--- config.mk ---
export PLATFORM = sky130hd
export DESIGN_NAME = instr_mem_loader_flat
export DESIGN_NICKNAME = d
export VERILOG_FILES = /design/src/rtl/instr_mem_loader_if.sv /design/src/rtl/instr_mem_loader.sv /design/src/flat_wrapper.sv
export SDC_FILE = /design/constraint.sdc
export NUM_CORES = 1
export LEC_CHECK = 0
export BUFFER_PORTS_ARGS = -buffer_cell sky130_fd_sc_hd__buf_2
export CORE_MARGIN = 2
export CORE_UTILIZATION = 45
export CTS_BUF_LIST = sky130_fd_sc_hd__clkbuf_16
export DETAILED_ROUTE_END_ITERATION = 6
export GPL_ROUTABILITY_DRIVEN = 0
export PLACE_DENSITY = 0.66
export SLEW_MARGIN = 25
export SYNTH_ARGS = -nofsm -noshare
export SYNTH_HDL_FRONTEND = slang
export SYNTH_SLANG_ARGS = --single-unit
--- constraint.sdc ---
create_clock -name clock -period 3.07 [get_ports clock]
set_input_delay 0 -clock clock [delete_from_list [all_inputs] [get_ports clock]]
set_output_delay 0 -clock clock [all_outputs]
set_load 0.005 [all_outputs]
--- src/rtl/instr_mem_loader_if.sv ---
// instr_mem_loader_if: byte-stream, instruction-memory write port and status bundle for the program loader
interface instr_mem_loader_if;
  logic        start;
  logic [7:0]  byteIn;
  logic        byteValid;
  logic        byteReady;
  logic        imemWriteEnable;
  logic [31:0] imemAddr;
  logic [31:0] imemWriteData;
  logic        cpuHold;
  logic        done;
  logic        error;
  modport master (
    input  start, byteIn, byteValid,
    output byteReady, imemWriteEnable, imemAddr, imemWriteData, cpuHold, done, error
  );
  modport slave (
    output start, byteIn, byteValid,
    input  byteReady, imemWriteEnable, imemAddr, imemWriteData, cpuHold, done, error
  );
endinterface

--- src/rtl/instr_mem_loader.sv ---
// instr_mem_loader: loads a length-prefixed byte stream into instruction memory, holding the CPU until done
module instr_mem_loader #(
  parameter int          MAX_WORDS  = 64,
  parameter logic [31:0] BASE_ADDR  = 32'h0,
  parameter bit          BIG_ENDIAN = 1'b1
) (
  input logic clock,
  input logic resetN,
  instr_mem_loader_if.master bus
);
  typedef enum logic [2:0] {IDLE, HDR_HI, HDR_LO, DATA, WRITE, DONE, ERROR} state_t;
  localparam logic [16:0] MAXW = 17'(MAX_WORDS);
  state_t state, state_n;
  logic [7:0] len_hi;
  logic [15:0] length, word_cnt, hdr_len;
  logic [1:0] byte_cnt;
  logic [31:0] addr, data;
  logic accept, restart, len_ok;
  assign bus.byteReady = state inside {HDR_HI, HDR_LO, DATA};
  assign bus.imemWriteEnable = state == WRITE;
  assign bus.cpuHold = state != DONE;
  assign bus.done = state == DONE;
  assign bus.error = state == ERROR;
  assign bus.imemAddr = addr;
  assign bus.imemWriteData = data;
  assign accept = bus.byteValid && bus.byteReady;
  assign restart = bus.start && state inside {IDLE, DONE, ERROR};
  assign hdr_len = {len_hi, bus.byteIn};
  assign len_ok = hdr_len != 16'd0 && {1'b0, hdr_len} <= MAXW;
  always_comb begin
    state_n = state;
    unique case (state)
      IDLE, DONE, ERROR: state_n = bus.start ? HDR_HI : state;
      HDR_HI: state_n = accept ? HDR_LO : state;
      HDR_LO: state_n = accept ? (len_ok ? DATA : ERROR) : state;
      DATA: state_n = (accept && byte_cnt == 2'd3) ? WRITE : state;
      WRITE: state_n = (word_cnt + 16'd1 == length) ? DONE : DATA;
      default: state_n = IDLE;
    endcase
  end
  always_ff @(posedge clock) begin
    if (!resetN) begin
      state <= IDLE;
      len_hi <= '0;
      length <= '0;
      word_cnt <= '0;
      byte_cnt <= '0;
      addr <= BASE_ADDR;
      data <= '0;
    end else begin
      state <= state_n;
      if (restart) begin
        addr <= BASE_ADDR;
        word_cnt <= '0;
        byte_cnt <= '0;
      end
      if (accept && state == HDR_HI) len_hi <= bus.byteIn;
      if (accept && state == HDR_LO) length <= hdr_len;
      // endianness only changes which end of the word the new byte enters
      if (accept && state == DATA) begin
        byte_cnt <= byte_cnt + 2'd1;
        data <= BIG_ENDIAN ? {data[23:0], bus.byteIn} : {bus.byteIn, data[31:8]};
      end
      if (state == WRITE) begin
        addr <= addr + 32'd4;
        word_cnt <= word_cnt + 16'd1;
      end
    end
  end
endmodule

--- src/flat_wrapper.sv ---
// flat-port wrapper written by rule: the top's interface ports become plain ports
module instr_mem_loader_flat 
#(
  parameter int          MAX_WORDS  = 64,
  parameter logic [31:0] BASE_ADDR  = 32'h0,
  parameter bit          BIG_ENDIAN = 1'b1
)
  (clock, resetN, bus_start, bus_byteIn, bus_byteValid, bus_byteReady, bus_imemWriteEnable, bus_imemAddr, bus_imemWriteData, bus_cpuHold, bus_done, bus_error);
  instr_mem_loader_if bus_i ();
  input logic clock;
  input logic resetN;
  input wire logic [$bits(bus_i.start)-1:0] bus_start;
  input wire logic [$bits(bus_i.byteIn)-1:0] bus_byteIn;
  input wire logic [$bits(bus_i.byteValid)-1:0] bus_byteValid;
  output wire logic [$bits(bus_i.byteReady)-1:0] bus_byteReady;
  output wire logic [$bits(bus_i.imemWriteEnable)-1:0] bus_imemWriteEnable;
  output wire logic [$bits(bus_i.imemAddr)-1:0] bus_imemAddr;
  output wire logic [$bits(bus_i.imemWriteData)-1:0] bus_imemWriteData;
  output wire logic [$bits(bus_i.cpuHold)-1:0] bus_cpuHold;
  output wire logic [$bits(bus_i.done)-1:0] bus_done;
  output wire logic [$bits(bus_i.error)-1:0] bus_error;
  assign bus_i.start = bus_start;
  assign bus_i.byteIn = bus_byteIn;
  assign bus_i.byteValid = bus_byteValid;
  assign bus_byteReady = bus_i.byteReady;
  assign bus_imemWriteEnable = bus_i.imemWriteEnable;
  assign bus_imemAddr = bus_i.imemAddr;
  assign bus_imemWriteData = bus_i.imemWriteData;
  assign bus_cpuHold = bus_i.cpuHold;
  assign bus_done = bus_i.done;
  assign bus_error = bus_i.error;
  instr_mem_loader #(.MAX_WORDS(MAX_WORDS), .BASE_ADDR(BASE_ADDR), .BIG_ENDIAN(BIG_ENDIAN)) u_core (.clock(clock), .resetN(resetN), .bus(bus_i));
endmodule
; ---- After elaboration in Yosys (flattened, before gate mapping)
; Cells that the tools add are included.
; Widths: inputs -> output; s select.
[totals]
ff_bits = 109
latch_bits = 0
mem_bits_rw = 0
rom_bits = 0
word_cells = 52
n_memories = 0
[classes]
addsub = 3
multipliers = 0
n_div = 0
magnitude_cmp = 1
eq_ne = 13
n_shift = 0
n_mux = 13
bitwise = 0
n_reduce_logical = 15
[ops]
columns = cell, n
row1 = $mux 32, 2
row2 = $add 32x3->32 const B, 1
row3 = $mux 16, 2
row4 = $mux 3, 6
row5 = $add 16x1->16 const B, 1
row6 = $eq 16x16->1, 1
row7 = $le 16x7->1 const B, 1
row8 = $reduce_bool 16->1, 1
row9 = $pmux 3 s5, 1
row10 = $eq 3x3->1 const B, 3
row11 = $logic_and 1x1->1, 7
row12 = $eq 3x2->1 const B, 2
row13 = $reduce_bool 3->1, 2
row14 = $mux 2, 2
row15 = $ne 2x1->1 const B, 2
row16 = $ne 2x2->1 const B, 2
row17 = $reduce_and 4->1, 1
row18 = $reduce_bool 2->1, 2
row19 = $eq 3x1->1 const B, 1
row20 = $logic_not 3->1, 1
row21 = $ne 3x3->1 const B, 1
row22 = $reduce_or 3->1, 1
row23 = $add 2x1->2 const B, 1
row24 = $eq 2x2->1 const B, 1

; ---- Longest topological paths before layout
[logic_depth]
ltp_word = 6
ltp_mapped = 9
mapped_depth_nobuf = 7

; ---- Worst setup path after synthesis
; No wires, ideal clock.
[synth_timing]
path_kind = flip-flop to flip-flop
from = reg u_core.word_cnt[3]
to = reg u_core.state[2]
t_arrival_ns = 1.852
required_time_ns = 3.010
setup_slack_ns = 1.158
path_stages_with_launch = 8
path_buffers = 2
synth_period_minus_slack_ns = 1.912
cell_sequence = dfxtp_1 buf_4 and4_1 buf_4 nand2_2 or4_4 a2111oi_4 a41o_1
[synth_via]
elab_chain_len = 4
[synth_lines]
columns = element, line_no
row1 = "start, declared", instr_mem_loader.sv:15  ; logic [15:0] length, word_cnt, hdr_len;
row2 = "start signal, assigned", instr_mem_loader.sv:66  ; word_cnt <= word_cnt + 16'd1;
row3 = $add 16x1->16, instr_mem_loader.sv:37  ; WRITE: state_n = (word_cnt + 16'd1 == length) ? DONE : DATA;
row4 = $eq 16x16->1, instr_mem_loader.sv:37
row5 = $mux 3, instr_mem_loader.sv:37
row6 = $pmux 3 s5, instr_mem_loader.sv:32  ; unique case (state)
row7 = "end signal, assigned", instr_mem_loader.sv:51  ; state <= state_n;
row8 = "end, declared", instr_mem_loader.sv:13  ; state_t state, state_n;
; Every way passes these cells.
; A chain may end at the register's enable or synchronous reset.

; ---- Final worst setup path
[layout_timing]
from = reg u_core.state[2]
to = reg u_core.addr[11], in the netlist u_core.bus.imemAddr[11]
[layout_via]
elab_chain_len = 4
elab_cells_between_ends = 8
classes_between = eq/ne (3) / mux (1) / reduce/logical (4)
[layout_lines]
columns = element, line_no
row1 = $eq 3x3->1 or $logic_not 3->1 (tied branches), instr_mem_loader.sv:27  ; assign restart = bus.start && state inside {IDLE, DONE, ERROR};
row2 = $reduce_bool 3->1, instr_mem_loader.sv:27
row3 = $logic_and 1x1->1, instr_mem_loader.sv:27
row4 = $reduce_bool 2->1 (no line), n/a
row5 = "end signal, assigned", instr_mem_loader.sv:65  ; addr <= addr + 32'd4;
row6 = "end, declared", instr_mem_loader.sv:17  ; logic [31:0] addr, data;
; Several ways; a longest one is shown, not always the timed one.

==> metrics.cfg <==
[cts]
cts_max_level = 3
cts_root_buffer = clkbuf_16
post_cts_buffers = 0
cts_sinks = 107
clk_pin_slew_ns = 0.07
clock_latency_ns = 0.36
cts_tree = built
clk_path_buf_depth = 2
cts_inserted_buffers = 9

[finish]
area_delta_synth_final_pct = 15.7
regArea_sq_um = 2140
antenna_cells = 0
final_nets = 725
drive_above_1_share = 0.158
fillCellCount = 1092
multi_input_area_sq_um = 2820

[synth]
ys_types = 58
synthFlopType = dfxtp_1
synth_top_cells_by_area = dfxtp_1, nand2_1, a21boi_0
synth_top_area_share = 0.414
netlist_instances = 645
postSynthAreaPerCell_sq_um = 8.03
postSynth.asyncResetShare = 0
syn_area_sq_um = 5180
synth_top_cell_by_area = dfxtp_1
synth_edf_count = 0
synth-seq-cells = 107
ys_warn_count = 0
yosysSeqAreaShare = 0.414

[sta]
setup_viol = 0
holdWs_ns = 0.0710
skew_ns = 0.00936
drv_slew = 0
fin_crit_ns = 2.22
fmax_mhz = 450
rsz0062_at_grt = false
tightestPinTransition_ns = 0.834
min_period_over_period = 0.724
max_slew_margin = 0.443
timing_hold_violations_final = 0
fin_ws_ns = 0.848
tns_ns = 0

[critical_path]
worstSetupStartpoint = u_core.state[2]
crit_fanout = 23
crit_path_end_kind = flip-flop
critical_path_class = reg -> reg
cp_top_family = simple AND/OR/NAND/NOR gates
worst_path_max_delay_cell = dfxtp_1
crit_path_cell_trace = inv_2 -> or3_1 -> inv_2 -> buf_4 -> nand2_1 -> or3_1 -> a21boi_1
critPathLaunchType = flip-flop
cpPeakStageDelay_ns = 0.48
crit_arrival_ns = 2.51
cp.buffers_inverters = 3
worst_ep_required_time_ns = 3.36
r2r-start = u_core.state[2]

[global_route]
busiest_layer = met2
use_met1 = 0.276
grt_util_all_layers = 0.207
use_met3 = 0.0350
antenna_found_initial = 0
grt_pass1_vias = 4437
grt_pass1_wl_mm = 21.3
grt_max_degree = 64
overflow = 0
met2_usage = 0.330

[floorplan]
rows = 39
dieArea_sq_um = 12400
core_sq_um = 11300
floorplan.initialDensity = 0.457
chipHeight_um = 111
die_x_um = 111
num_io_pins = 81

[detailed_routing]
routedWlPerCell_um = 14.8
vias = 4762
drc = 0
via_per_inst = 5.55
dr.pass1.iters = 4
drt_iter0_drc = 222
ant_nets = 0
routed_wl_mm = 12.7

[place]
dp_hpwl_mm = 8.66
pre_cts_ws_ns = 0.852
portBuffers = 78

[pwr]
seq_power_share = 0.475
p_per_area_nw_per_um2 = 529
p_leak_nw = 2.26
power_frac_comb = 0.177
sw_frac_of_total = 0.308
switchingPower_mw = 0.975
internal_power_mw = 2.19
peakVddDrop_uv = 340
clkPwrFrac = 0.348

[worst_hold_path]
timing.hold.worst.class = in -> reg
min_from = bus_start

[run]
max_cap_viol_count = 0

[run_status]
status = finished clean

## worst reg2reg max path, stage by stage, from the launching register on
cell and delay (ns):
dfxtp_1 0.48, inv_2 0.11, or3_1 0.47, inv_2 0.10, buf_4 0.27, nand2_1 0.22
or3_1 0.35, a21boi_1 0.15
## what timing repair did
item | CTS | global route
hold buffers | 8 | 0
hold endpoints to repair | 22 | 0
setup endpoints to repair | 0 | 0
gates resized for setup | 0 | 0
## layout make-up
class	count	share of cell area
Multi-Input combinational cell	488	0.471
Sequential cell	107	0.358
Timing Repair Buffer	94	0.0886
Clock buffer	9	0.0376
Tap cell	143	0.0299
Clock inverter	7	0.00836
Inverter	10	0.00627
## cell usage after synthesis, drive strengths merged (5+ instances only)
master,instances
clkbuf,31
nand2,128
nor2b,12
nor2,38
xor2,12
or3,8
o21ai,36
o21a,5
o211ai,6
mux2i,9
buf,10
and3,14
nor3,15
nand3,30
and4,5
a21oi,27
xnor2,15
nand4,15
nand3b,5
a21boi,51
inv,10
dfxtp,107
a31oi,13
and2,8
## cell families (layout without fill, tap and decap cells)
logic type / Yosys count / after routing / share of synthesized area
AND/OR/NAND/NOR: 291 / 291 / 0.272
adder cells (fa/ha/maj): 3 / 3 / 0.00725
buffers and inverters: 51 / 120 / 0.0416
multiplexers: 10 / 10 / 0.0196
flip-flops: 107 / 107 / 0.414
other: 1 / 2 / 0.000724
AO/OA/AOI/OAI: 155 / 155 / 0.199
XOR/XNOR: 27 / 27 / 0.0457
## metrics by stage
step	cell area (sq um)	util	instances	power, mW
2_1_floorplan	5180	-	646	1.92
3_3_place_gp	5630	0.497	834	2.08
3_5_place_dp	5630	0.497	834	2.09
4_1_cts	5990	0.529	858	3.19
5_1_grt	5990	0.529	858	3.33
6_report	5990	0.529	858	3.17
## layout by cell type (no fill, tap or decap), types with 3 or more instances in the layout
| cell | count |
|---|---|
| nand3_1 | 30 |
| o2111ai_1 | 3 |
| buf_4 | 8 |
| and3_1 | 14 |
| o211ai_1 | 6 |
| and2_1 | 8 |
| dfxtp_1 | 107 |
| a21oi_1 | 27 |
| nand2_1 | 127 |
| nand4_1 | 15 |
| nor3_1 | 13 |
| o21ai_0 | 35 |
| nor2b_1 | 12 |
| buf_2 | 78 |
| xnor2_1 | 15 |
| xor2_1 | 12 |
| ha_1 | 3 |
| o21a_1 | 5 |
| nor2_1 | 38 |
| a21boi_0 | 47 |
| mux2i_1 | 9 |
| nand3b_1 | 5 |
| or3_1 | 8 |
| clkbuf_16 | 9 |
| a21boi_1 | 4 |
| dlygate4sd3_1 | 8 |
| and4_1 | 5 |
| inv_1 | 8 |
| nor3b_1 | 3 |
| a31oi_1 | 13 |
## flip-flops by register name (all words and copies together), names as in the netlist
signal,cells
u_core.word_cnt,16
u_core.length,16
u_core.bus.imemAddr,30
u_core.bus.imemWriteData,32
u_core.len_hi,8
u_core.byte_cnt,2
u_core.state,3
## layer usage
layer / share of wire / vias up
li1: - / 2387
met1: 0.47 / 2233
met2: 0.47 / 122
met3: 0.048 / 20
met4: 0.019 / 0
met5: 0 / -
## power groups by stage
stage                     Combinational (mW)  Sequential (mW)  Clock [mW]
final                                  0.559             1.51        1.10
after global routing                   0.624             1.52        1.18
after CTS                              0.562             1.50        1.13
after detailed placement               0.551             1.54           0
after global placement                 0.547             1.53           0
after floorplan                        0.426             1.50           0
## worst paths after layout
path         cells past startpoint                            to  slack (ns)
min reg2reg                      2  u_core.bus.imemWriteData[28]        0.46
min                              3               u_core.state[1]        0.07
max reg2reg                      7       u_core.bus.imemAddr[11]        0.85
max                              7       u_core.bus.imemAddr[11]        0.85
(Power assumes the default switching activity.)
